<file path="src/rtl/seg_pkg.sv">
// rtl/seg_pkg.sv - shared types and the hex-to-segment table for the seven-segment driver
package seg_pkg;

  typedef logic [6:0] seg_code_t;

  localparam seg_code_t SEG_BLANK = 7'h7F;

  // Active-low {g,f,e,d,c,b,a} patterns for nibbles 0..F
  localparam seg_code_t HEX_SEG [16] = '{
    7'h40, 7'h79, 7'h24, 7'h30, 7'h19, 7'h12, 7'h02, 7'h78,
    7'h00, 7'h10, 7'h08, 7'h03, 7'h46, 7'h21, 7'h06, 7'h0E
  };

endpackage

</file>
<file path="src/rtl/seg_mux_if.sv">
// rtl/seg_mux_if.sv - value/control inputs and display-pin outputs of the seven-segment driver
interface seg_mux_if #(
  parameter int DIGITS = 4
);
  import seg_pkg::*;

  logic                  load;
  logic [4*DIGITS-1:0]   value;
  logic [DIGITS-1:0]     dp_in;
  logic                  lzb_en;
  logic                  blank;
  seg_code_t             seg;
  logic                  dp;
  logic [DIGITS-1:0]     an;
  logic                  frame_start;

  modport master (
    output load, value, dp_in, lzb_en, blank,
    input  seg, dp, an, frame_start
  );

  modport slave (
    input  load, value, dp_in, lzb_en, blank,
    output seg, dp, an, frame_start
  );

endinterface

</file>
<file path="src/rtl/hex7seg_decode.sv">
// rtl/hex7seg_decode.sv - combinational nibble to active-low segment pattern
module hex7seg_decode
  import seg_pkg::*;
(
  input  logic [3:0] nib_i,
  output seg_code_t  seg_o
);

  assign seg_o = HEX_SEG[nib_i];

endmodule

</file>
<file path="src/rtl/seg_mux_driver.sv">
// rtl/seg_mux_driver.sv - time-multiplexed common-anode hex display driver with
// frame-synchronous snapshot, leading-zero blanking and per-digit decimal points
module seg_mux_driver
  import seg_pkg::*;
#(
  parameter int DIGITS      = 4,
  parameter int REFRESH_DIV = 100000
) (
  input  logic       clk,
  input  logic       rst_n,
  seg_mux_if.slave   bus
);

  localparam int PW = (REFRESH_DIV > 1) ? $clog2(REFRESH_DIV) : 1;
  localparam int IW = (DIGITS > 1) ? $clog2(DIGITS) : 1;

  logic [PW-1:0]         pcnt_q, pcnt_d;
  logic [IW-1:0]         idx_q, idx_d;
  logic [4*DIGITS-1:0]   pend_val_q, snap_val_q;
  logic [DIGITS-1:0]     pend_dp_q, snap_dp_q;
  logic [DIGITS-1:0]     an_q, an_d;
  seg_code_t             seg_q, seg_d;
  logic                  dp_q, dp_d;
  logic                  fs_q;

  logic                  tick;
  logic                  frame_tick;
  logic                  lz_blank;
  logic [3:0]            cur_nib;
  seg_code_t             dec_seg;

  assign tick       = (pcnt_q == PW'(REFRESH_DIV - 1));
  assign frame_tick = tick && (idx_q == IW'(DIGITS - 1));

  always_comb begin
    pcnt_d = tick ? '0 : pcnt_q + 1'b1;
    idx_d  = idx_q;
    if (tick) begin
      idx_d = (idx_q == IW'(DIGITS - 1)) ? '0 : idx_q + 1'b1;
    end
  end

  assign cur_nib = snap_val_q[{idx_q, 2'b00} +: 4];

  hex7seg_decode u_dec (
    .nib_i (cur_nib),
    .seg_o (dec_seg)
  );

  // Digit idx is a leading zero when it and every more-significant nibble are zero
  always_comb begin
    lz_blank = 1'b0;
    if (bus.lzb_en && (idx_q != '0)) begin
      lz_blank = 1'b1;
      for (int k = 0; k < DIGITS; k++) begin
        if ((k >= int'(idx_q)) && (snap_val_q[4*k +: 4] != 4'h0)) begin
          lz_blank = 1'b0;
        end
      end
    end
  end

  always_comb begin
    an_d  = ~(DIGITS'(1) << idx_q);
    seg_d = dec_seg;
    dp_d  = ~snap_dp_q[idx_q];
    if (lz_blank) begin
      seg_d = SEG_BLANK;
      dp_d  = 1'b1;
    end
    if (bus.blank) begin
      an_d  = '1;
      seg_d = SEG_BLANK;
      dp_d  = 1'b1;
    end
  end

  always_ff @(posedge clk or negedge rst_n) begin
    if (!rst_n) begin
      pcnt_q     <= '0;
      idx_q      <= '0;
      pend_val_q <= '0;
      pend_dp_q  <= '0;
      snap_val_q <= '0;
      snap_dp_q  <= '0;
      an_q       <= '1;
      seg_q      <= SEG_BLANK;
      dp_q       <= 1'b1;
      fs_q       <= 1'b0;
    end else begin
      pcnt_q <= pcnt_d;
      idx_q  <= idx_d;
      // Snapshot reads pending before this cycle's load lands, so a coincident load waits a frame
      if (frame_tick) begin
        snap_val_q <= pend_val_q;
        snap_dp_q  <= pend_dp_q;
      end
      if (bus.load) begin
        pend_val_q <= bus.value;
        pend_dp_q  <= bus.dp_in;
      end
      an_q  <= an_d;
      seg_q <= seg_d;
      dp_q  <= dp_d;
      fs_q  <= frame_tick;
    end
  end

  assign bus.an          = an_q;
  assign bus.seg         = seg_q;
  assign bus.dp          = dp_q;
  assign bus.frame_start = fs_q;

endmodule

</file>
<file path="src/flat_wrapper.sv">
// flat-port wrapper written by rule: the top's interface ports become plain ports
module seg_mux_driver_flat import seg_pkg::*;
#(
  parameter int DIGITS      = 4,
  parameter int REFRESH_DIV = 100000
)
  (clk, rst_n, bus_load, bus_value, bus_dp_in, bus_lzb_en, bus_blank, bus_seg, bus_dp, bus_an, bus_frame_start);
  seg_mux_if #(.DIGITS(DIGITS)) bus_i ();
  input  logic clk;
  input  logic rst_n;
  input wire logic [$bits(bus_i.load)-1:0] bus_load;
  input wire logic [$bits(bus_i.value)-1:0] bus_value;
  input wire logic [$bits(bus_i.dp_in)-1:0] bus_dp_in;
  input wire logic [$bits(bus_i.lzb_en)-1:0] bus_lzb_en;
  input wire logic [$bits(bus_i.blank)-1:0] bus_blank;
  output wire logic [$bits(bus_i.seg)-1:0] bus_seg;
  output wire logic [$bits(bus_i.dp)-1:0] bus_dp;
  output wire logic [$bits(bus_i.an)-1:0] bus_an;
  output wire logic [$bits(bus_i.frame_start)-1:0] bus_frame_start;
  assign bus_i.load = bus_load;
  assign bus_i.value = bus_value;
  assign bus_i.dp_in = bus_dp_in;
  assign bus_i.lzb_en = bus_lzb_en;
  assign bus_i.blank = bus_blank;
  assign bus_seg = bus_i.seg;
  assign bus_dp = bus_i.dp;
  assign bus_an = bus_i.an;
  assign bus_frame_start = bus_i.frame_start;
  seg_mux_driver #(.DIGITS(DIGITS), .REFRESH_DIV(REFRESH_DIV)) u_core (.clk(clk), .rst_n(rst_n), .bus(bus_i));
endmodule
</file>
<file path="config.mk">
export PLATFORM = sky130hd
export DESIGN_NAME = seg_mux_driver_flat
export DESIGN_NICKNAME = d
export VERILOG_FILES = /design/src/rtl/seg_pkg.sv /design/src/rtl/seg_mux_if.sv /design/src/rtl/hex7seg_decode.sv /design/src/rtl/seg_mux_driver.sv /design/src/flat_wrapper.sv
export SDC_FILE = /design/constraint.sdc
export NUM_CORES = 1
export LEC_CHECK = 0
export BUFFER_PORTS_ARGS = -buffer_cell sky130_fd_sc_hd__buf_2
export CORE_ASPECT_RATIO = 2
export CORE_MARGIN = 2
export CORE_UTILIZATION = 35
export CTS_CLUSTER_SIZE = 30
export DETAILED_ROUTE_END_ITERATION = 7
export MAX_ROUTING_LAYER = met4
export PLACE_DENSITY_LB_ADDON = 0.05
export RECOVER_POWER = 25
export SYNTH_ARGS = -nofsm -noshare
export SYNTH_HDL_FRONTEND = slang
export SYNTH_SLANG_ARGS = --single-unit
</file>
<file path="constraint.sdc">
create_clock -name clk -period 2.8 [get_ports clk]
set_clock_uncertainty 0.2 [all_clocks]
set_input_delay 0.56 -clock clk [delete_from_list [all_inputs] [get_ports clk]]
set_output_delay 0.56 -clock clk [all_outputs]
set_load 0.1 [all_outputs]
</file>
==> summary.md <==
| Metric | Value |
|---|---|
| Worst path arrival time | `2350 ps` |
| Crit path depth | `7` |
| Drt first pass iters | `4` |
| Die area | `10500 um2` |
| CTS tree | `yes` |
| GR Layer Usage met3 | `0.0459` |
| Outcome | `complete, no violations` |
| Max-Slew Margin vs Limit | `0.0582` |
| Crit-path slowest cell | `mux4_2` |
| Cell-internal power | `1.90 mW` |
| DR vias/cell | `5.09` |
| Root Driver | `clkbuf_16` |
| Worst Path Buf+Inv | `2` |
| Yosys cell types | `45` |
| Final wirelength | `6840 um` |
| RSZ-0062 raised after global routing | `false` |
| Leak | `1.85 nW` |
| Die height | `143 um` |
| CP cell instances | `clkbuf_1, mux4_2, inv_1, ha_1, or2_2, a21oi_1, o21ai_1` |
| CP required | `2830 ps` |
| Reg2reg end | `u_core.bus.seg[3]` |
| Rows | `50` |
| Fin nets | `327` |
| Setup WS post-layout | `482 ps` |
| Post-route total power | `2.41 mW` |
| Filler Cell Count | `917` |
| Number of I/O port buffers | `37` |
| Switch share | `0.214` |
| DR DRC count | `0` |
| Clock sink total | `72` |
| Final ANT Viol Nets | `0` |
| Reg power frac | `0.455` |
| CP Capture Type | `register` |
| Initial antenna violation count | `0` |
| CTS Buf Count | `9` |
| Hold Path Cell Cnt | `2` |
| Met1 Usage GRT | `0.161` |
| Syn-to-layout area delta | `17.5%` |
| Syn_nets | `282` |
| Net Sw Power | `516 uW` |
| Hold Vio Cnt, Final | `0` |
| Crit-path max FO | `8` |
| Ys flop type | `dfrtp_1` |
| Async S/R FF share, synth | `1.00` |
| Top delay family on crit path | `buffers and inverters` |
| Fin util | `0.423` |
| Total grt overflow | `0` |
| Top Usage Layer GRT | `met2` |
| Worst Tran Pin Value | `1410 ps` |
| Pwr dens | `608 nW/um2` |
| Post-CTS Hold Buffers | `0` |
| Core area | `9380 um2` |
| Initial Utilization | `0.360` |
| Detail Placement HPWL | `4990 um` |
| Hold wc startpoint | `bus_value[2]` |
| Slew Limit Fails | `0` |
| Max-cap violation count | `0` |
| Final instance area | `3970 um2` |
| #FFs+latches synth | `72` |
| Post-route minimum period | `2320 ps` |
| First-pass GRT wire length | `11300 um` |
| Clock Power Share | `0.493` |
| Sequential area share after synthesis | `0.538` |
| Worst-path clk slew | `60 ps` |
| Ports | `38` |
| Pre-CTS setup slack | `534 ps` |
| Count of flip-flops with a built-in enable after synthesis | `0` |
| GR Layer Usage met2 | `0.254` |
| Final period utilization | `0.828` |
| Dpl cell area | `3670 um2` |
| Hold/Removal Path Class | `in -> reg` |
| Die width | `73.5 um` |
| Layout cell share with drive strength beyond 1 | `0.405` |
| Critical path startpoint category | `register` |
| Cells after Synth | `245` |
| Vias | `2024` |
| Reg2reg setup slack | `480 ps` |
| Setup TNS | `0 ps` |
| DRT iter0 DRCs | `47` |
| Mapped Avg Cell Area | `13.8 um2` |
| Crit path kind | `reg -> reg` |
| Htree depth | `3` |
| Diode count | `0` |
| Combinational fraction of design power | `0.052` |
| RePlAce Congestion | `0.756` |
| Highest ir drop seen on vdd | `0.363 mV` |
| Vias in the first global route | `2116` |
| Sink of the worst hold path | `u_core.pend_val_q[2]` |
| Max clock buf depth | `2` |
| Crit path largest cell delay | `400 ps` |
| Avg WL per Cell | `17.2 um` |
| CTS resizes | `0` |
| Worst R2R Path Depth | `7` |
| Post-CTS Setup Inserts | `0` |
| Total track usage | `0.152` |
| Reg2reg start | `u_core.idx_q[1]` |
| Largest net degree at the start of global routing | `28` |
| Yosys warning count | `0` |
| Post-Syn Area | `3380 um2` |
| Achievable Freq | `0.431 GHz` |
| # setup viols final | `0` |
| Clock Latency Late Sink | `340 ps` |
## per-stage QoR
| step | std cells | hold WS (ps) |
|---|---|---|
| after detailed placement | 383 | 276 |
| final | 398 | 250 |
| after global placement | 383 | 269 |
| after global routing | 398 | 246 |
| after CTS | 398 | 50.3 |
| after floorplan | 245 | 64.4 |
## worst max path at each step
stage,slack (ps),endpoint,from
2_1_floorplan,580,u_core.bus.seg[5],u_core.idx_q[0]
3_3_place_gp,550,u_core.snap_val_q[15],u_core.pcnt_q[0]
3_5_place_dp,530,u_core.snap_dp_q[2],u_core.pcnt_q[0]
4_1_cts,530,u_core.snap_dp_q[0],u_core.pcnt_q[0]
5_1_grt,410,u_core.bus.seg[3],u_core.idx_q[1]
6_report,480,u_core.bus.seg[3],u_core.idx_q[1]
## kinds of logic (layout without fill, tap and decap cells)
| family | Yosys count | in the layout | share of synthesized area |
|---|---|---|---|
| and+or+nand+nor | 62 | 62 | 0.110 |
| adders and majority gates | 12 | 12 | 0.0445 |
| xor gates and xnor gates | 17 | 17 | 0.0441 |
| muxes | 48 | 48 | 0.203 |
| DFF | 72 | 72 | 0.538 |
| buffers and inverters | 15 | 64 | 0.0252 |
| AOI/OAI and AO/OA | 19 | 19 | 0.0352 |
## cell usage after synthesis (7+ instances only)
master | instances | area (um2)
dfrtp_1 | 60 | 1500
inv_1 | 7 | 26.3
xor2_1 | 8 | 70.1
nor2_1 | 8 | 30.0
nand3_1 | 10 | 50.1
dfstp_2 | 12 | 315
nand2_1 | 11 | 41.3
ha_1 | 12 | 150
mux2_4 | 21 | 315
xnor2_1 | 9 | 78.8
mux2_2 | 20 | 225
## cells in the final DEF, fill, tap and decap left out, drive strengths merged, types with 2 or more instances in the layout
cell     n
mux4     6
nand3   10
o21a     2
nor3     5
nand4    4
and4     3
o211ai   3
nor3b    2
ha      12
clkinv   2
nand2b   4
o21ai    8
dfrtp   60
nor2     8
xor2     8
and4b    2
and3     3
xnor2    9
buf     39
inv      7
dfstp   12
bufinv   2
mux2    41
clkbuf  14
a21oi    2
nand2   12
## sequential cells by signal, summed over array words and instances (netlist names)
name / flops
u_core.pcnt_q: 17
u_core.pend_val_q: 16
u_core.snap_val_q: 16
u_core.bus.seg: 7
u_core.bus.an: 4
u_core.pend_dp_q: 4
u_core.snap_dp_q: 4
u_core.idx_q: 2
u_core.bus.dp: 1
u_core.bus.frame_start: 1
## power by group through the flow
stage               sequential [mW]  clock, mW  combinational [mW]
CTS                            1.10       1.22               0.131
detailed placement             1.12          0               0.131
finish                         1.10       1.19               0.126
global placement               1.12          0               0.129
floorplan                      1.15          0              0.0403
global route                   1.10       1.26               0.138
## area by class of cell
class	count	area (um2)	area share
Tap cell	104	130	0.0328
Clock buffer	11	233	0.0587
Timing Repair Buffer	42	215	0.0543
Inverter	7	26.3	0.00662
Sequential cell	72	1820	0.458
Clock inverter	4	70.1	0.0177
Multi-Input combinational cell	158	1480	0.372
## routing by layer
layer | up-vias | part of all wire
met3 | 10 | 0.032
met4 | 0 | 0.022
met2 | 30 | 0.56
li1 | 969 | -
met5 | - | 0
met1 | 1015 | 0.39
No activity file was read; power rests on OpenSTA's default activity.
